### config.mk
export PLATFORM = sky130hd
export DESIGN_NAME = ls165
export DESIGN_NICKNAME = d
export VERILOG_FILES = /design/src/rtl/ls165_pkg.sv /design/src/rtl/ttl_edge_det.sv /design/src/rtl/ls165.sv
export SDC_FILE = /design/constraint.sdc
export NUM_CORES = 1
export LEC_CHECK = 0
export BUFFER_PORTS_ARGS = -buffer_cell sky130_fd_sc_hd__buf_4
export CAP_MARGIN = 20
export CORE_AREA = 2 2 39 41
export DETAILED_ROUTE_END_ITERATION = 12
export DIE_AREA = 0 0 41 43
export GPL_TIMING_DRIVEN = 0
export PLACE_DENSITY_LB_ADDON = 0.05
export SLEW_MARGIN = 15
export SYNTH_ARGS = -nofsm -noshare
export SYNTH_HDL_FRONTEND = slang
export SYNTH_SLANG_ARGS = --single-unit
### constraint.sdc
create_clock -name clk_sys -period 3.3 [get_ports clk_sys]
set_clock_uncertainty 0.2 [all_clocks]
set_input_delay 0.495 -clock clk_sys [delete_from_list [all_inputs] [get_ports clk_sys]]
set_output_delay 0.495 -clock clk_sys [all_outputs]
set_load 0.005 [all_outputs]
### src/rtl/ls165_pkg.sv
// Shared width and register type for the 74LS165 shift-register model.
package ls165_pkg;
    localparam int unsigned LS165_W = 8;

    typedef logic [LS165_W-1:0] sr_t;
endpackage

### src/rtl/ttl_edge_det.sv
// Rising-edge detector for a TTL logic net sampled in the clk_sys domain.
// The delayed sample resets high so a net already high after reset never reads as an edge.
module ttl_edge_det (
    input  logic clk_sys,
    input  logic rst_n,
    input  logic d,
    output logic rise
);
    logic d_q;

    always_ff @(posedge clk_sys) begin
        if (!rst_n) d_q <= 1'b1;
        else        d_q <= d;
    end

    assign rise = d & ~d_q;
endmodule

### src/rtl/ls165.sv
// 74LS165 parallel-in/serial-out shift register, emulated synchronously on clk_sys.
// The TTL clk/clk_inh pins are plain logic nets; shifting happens on a sampled rise of clk | clk_inh.
module ls165
    import ls165_pkg::*;
#(
    parameter sr_t INIT = 8'h00
) (
    input  logic               clk_sys,
    input  logic               rst_n,
    input  logic               sh_ld_n,
    input  logic               clk,
    input  logic               clk_inh,
    input  logic               ser,
    input  logic [LS165_W-1:0] p,
    output logic               qh,
    output logic               qh_n
);
    sr_t  q;
    logic eck_c;
    logic shift_c;

    // Inhibit is ORed into the clock, as on the real part.
    assign eck_c = clk | clk_inh;

    ttl_edge_det u_edge (
        .clk_sys (clk_sys),
        .rst_n   (rst_n),
        .d       (eck_c),
        .rise    (shift_c)
    );

    // Reset beats load, load beats a coincident shift edge.
    always_ff @(posedge clk_sys) begin
        if (!rst_n)        q <= INIT;
        else if (!sh_ld_n) q <= p;
        else if (shift_c)  q <= {q[LS165_W-2:0], ser};
    end

    assign qh   = q[LS165_W-1];
    assign qh_n = ~q[LS165_W-1];
endmodule
[Yosys cells after proc, flatten, opt, wreduce, memory -nomap -nowiden]
Cells that the tools add are included.
Storage, ports and cells
  logic and storage cells: 9
  input bits: 14
  output and inout bits: 2
  register bits after elaboration: 9
Cells by class
  equality and inequality tests: 1
  bitwise operators: 4
  multiplexer cells: 2
Operators with widths (number)
  $mux W8: 2
  $ne A2 B1 Y1 const B: 1
  $not A1 Y1: 2
  $and A1 B1 Y1: 1
  $or A1 B1 Y1: 1

[Depth between registers and ports, before layout]
  word-level depth: 4
  mapped depth: 4
  mapped depth without buffers: 3

[Hierarchy]
From an unflattened synthesis, not the netlist that was laid out.
Second synthesis, totals
  cell total of the unflattened synthesis: 39
  area, all modules: 400.4 µm²
Modules (own cells, without submodules)
  ls165: area each 360.3 µm², instances 1, cells an instance 36
  ttl_edge_det: area each 40.0 µm², instances 1, cells an instance 3

[Least setup slack after synthesis]
Ideal clock, no wire load.
  path kind: input to register
  start: in clk_inh
  end: reg q[0]
  setup slack: 2.049 ns
  stages: 4
  data arrival time: 0.928 ns
  data required time: 2.978 ns
  cells stage by stage: o21ba_2 buf_6 nand2_1 a31oi_1
Between the ends
  word-level cells in the longest chain between the ends: 3
Ends and longest elaborated chain
  from (decl): line ls165.sv:12  | input logic clk_inh,
  $or A1 B1 Y1: line ls165.sv:23  | assign eck_c = clk | clk_inh;
  $and A1 B1 Y1: line ttl_edge_det.sv:16  | assign rise = d & ~d_q;
  $ne A2 B1 Y1 (no source line)
  to (signal assigned): line ls165.sv:35  | else if (!sh_ld_n) q <= p;
  to (signal assigned): line ls165.sv:36  | else if (shift_c) q <= {q[LS165_W-2:0], ser};
  to (decl): line ls165.sv:18  | sr_t q;
Every way passes these cells.
A chain may end at the register's enable or synchronous reset.

[Worst setup path in the final report]
  start: reg q[7]
  end: out qh_n
Between the ends
  word-level cells in the longest chain between the ends: 1
Ends and longest elaborated chain
  $not A1 Y1: line ls165.sv:40  | assign qh_n = ~q[LS165_W-1];
  to (decl): line ls165.sv:16  | output logic qh_n
Every way passes these cells.

==> flow_summary.json <==
{
  "max_cap_violations": 0,
  "cts_root_buf": "sky130_fd_sc_hd__clkbuf_4",
  "fin_tns_setup_ps": 0,
  "place_worst_setup_slack_ps": 1800,
  "tritoncts": "yes",
  "crit_chain": "inv_1, buf_4",
  "multi_input_logic_area_um2": 179,
  "synth_top_cell_area_share_pct": 47.2,
  "gr-usage-all-layers_pct": 13.3,
  "quantity_of_hold_fixing_buffers_added_after_cts": 0,
  "status": "finished, final reports clean",
  "final_nets": 82,
  "place_inst": 79,
  "syn_nets": 62,
  "p_per_area_mw_per_mm2": 444,
  "via_per_inst": 4.89,
  "grt_first_pass_wirelength_um": 1500,
  "detail_route.wl_per_cell_um": 11.1,
  "tightestPinTransition_ps": 370,
  "synth_top_area_cell": "sky130_fd_sc_hd__dfxtp_1",
  "cp_capture_type": "output pin",
  "synthCells": 48,
  "h-tree-depth": 1,
  "slew_headroom_pct": 75.3,
  "drt_iter0_drc": 11,
  "maximum_number_of_pins_on_one_net_before_global_route_repair": 11,
  "drt_wl_total_um": 918,
  "ys_ff_latch": 9,
  "layout_min_cycle_time_ps": 1460,
  "syn-cell-area_um2": 382,
  "worstPathMaxFanout": 3,
  "postCtsSetupRepairBufs": 0,
  "initial_util_pct": 27.6,
  "core.rowCount": 14,
  "timing.critical_path.from_type": "register",
  "post_synth.cell_area_avg_um2": 7.95,
  "critical-path-max-stage-delay_ps": 340,
  "vdd.ir_drop.worst_mv": 0.127,
  "die_width_um": 41,
  "numPortBuffers": 15,
  "cts-resized-gates": 0,
  "layout.filler_cells": 149,
  "floorplan.io_pins": 16,
  "drive_above_1_share_pct": 32.8,
  "final-max-slew-violation-count": 0,
  "finalSetupViolCount": 0,
  "detail-route-antenna-nets": 0,
  "ctsLongestPathBuffers": 2,
  "vias": 406,
  "place_congestion": 0.690,
  "clkLatencyLatePin_ps": 260,
  "yosys-top-cells-area": "sky130_fd_sc_hd__dfxtp_1 (47%), sky130_fd_sc_hd__nand2_1 (17%), sky130_fd_sc_hd__a31oi_1 (13%)",
  "hp-class": "in -> reg",
  "remaining_drc_errors": 0,
  "total_number_of_yosys_warnings": 0,
  "post_layout_nonfiller_instances": 83,
  "drtPass1Iterations": 4,
  "yosysSeqAreaShare_pct": 47.2,
  "tritoncts.num_buffers": 3,
  "grt_pass1_vias": 349,
  "critPathKind": "reg -> out",
  "required_ps": 2600,
  "max_freq_mhz": 684,
  "finalWorstSetupSlack_ps": 1840,
  "period_share_pct": 44.3,
  "critical_path_arrival_ps": 770,
  "yosysUniqueCellTypes": 10,
  "core_mm2": 0.00138,
  "hold_violations": 0,
  "initial_antenna_violation_count": 0,
  "timing.critical_path.slowest_stage_cell": "sky130_fd_sc_hd__dfxtp_1",
  "hpwl_um": 641,
  "global_route.overflow_total": 0,
  "fp.dieArea_mm2": 0.00176,
  "area.growth.synth_to_final_pct": 41.6,
  "floorplan.die.height_um": 43,
  "antennaDiodeCount": 0,
  "clkSinkCount": 9,
  "clkSlewWorstSetupHoldPaths_ps": 60,
  "rsz0062_at_grt": "false",
  "static-leakage-power_nw": 0.222,
  "area.sequential_um2": 180
}
==> stage by stage <==
stage	cell area [um2]	utilization, %	hold WS [ps]	power [W]
after detailed placement	514	37.2	263	0.000157
after CTS	541	39.1	236	0.000246
after global placement	514	37.2	266	0.000157
final	541	39.1	244	0.000240
after global routing	541	39.1	261	0.000255
after floorplan	382	-	248	0.000137
==> cells in the mapped netlist <==
cell                        n
sky130_fd_sc_hd__buf_4      1
sky130_fd_sc_hd__o21ba_2    1
sky130_fd_sc_hd__o21bai_2   1
sky130_fd_sc_hd__o21ai_0    8
sky130_fd_sc_hd__inv_1      1
sky130_fd_sc_hd__a31oi_1    8
sky130_fd_sc_hd__buf_6      1
sky130_fd_sc_hd__nand2_1   17
sky130_fd_sc_hd__dfxtp_1    9
sky130_fd_sc_hd__nor2_1     1
==> cell usage in the layout, fill, tap and decap left out <==
master / instances
sky130_fd_sc_hd__a31oi_1: 8
sky130_fd_sc_hd__buf_4: 16
sky130_fd_sc_hd__buf_6: 1
sky130_fd_sc_hd__clkbuf_1: 1
sky130_fd_sc_hd__clkbuf_4: 3
sky130_fd_sc_hd__dfxtp_1: 9
sky130_fd_sc_hd__inv_1: 1
sky130_fd_sc_hd__nand2_1: 17
sky130_fd_sc_hd__nor2_1: 1
sky130_fd_sc_hd__o21ai_0: 8
sky130_fd_sc_hd__o21ba_2: 1
sky130_fd_sc_hd__o21bai_2: 1
==> registers in the layout, indices dropped and copies added, names as in the netlist <==
register	count
q	8
u_edge.d_q	1
==> logic make-up after synthesis <==
group / count (synthesis) / synth area share, %
flip-flops: 9 / 47.2
AND/OR/NAND/NOR: 18 / 17.7
AO/OA/AOI/OAI: 18 / 29.2
buffers and inverters: 3 / 5.90
==> worst max-delay path, delay by kind of cell, from the launching register on <==
| family | cells | cell delay [ps] |
|---|---|---|
| DFF | 1 | 340 |
| buffers and inverters | 2 | 160 |
==> metal layers <==
layer | global-route usage (%) | up-vias | routed length [um]
met5 | 0 | - | 0
met4 | 6.00 | 0 | 4
met3 | 7.85 | 2 | 62
met2 | 17.8 | 13 | 438
met1 | 16.4 | 185 | 413
li1 | - | 206 | -
==> power by group <==
part | internal, W | switching [W]
Combinational | 0.0000198 | 0.0000149
Sequential | 0.000116 | 0.00000370
Clock | 0.0000466 | 0.0000387
Total | 0.000183 | 0.0000573
==> path summary, 6_finish.rpt <==
check	from	to	slack, ps	cells after the start
worst max-delay path	q[7]	qh_n	1840	2
worst min-delay path	clk	u_edge.d_q	240	3
worst max register to register	u_edge.d_q	q[0]	2160	4
worst min register to register	q[3]	q[4]	270	2
==> final cells by class <==
type / instances / share of cell area (%)
flip-flops and latches: 9 / 33.3
multi-input cells: 36 / 33.1
repair buffers: 15 / 20.8
clock buffers: 4 / 4.86
well taps: 16 / 3.70
plain buffers: 2 / 3.47
inverters: 1 / 0.694
(Power assumes the default switching activity.)
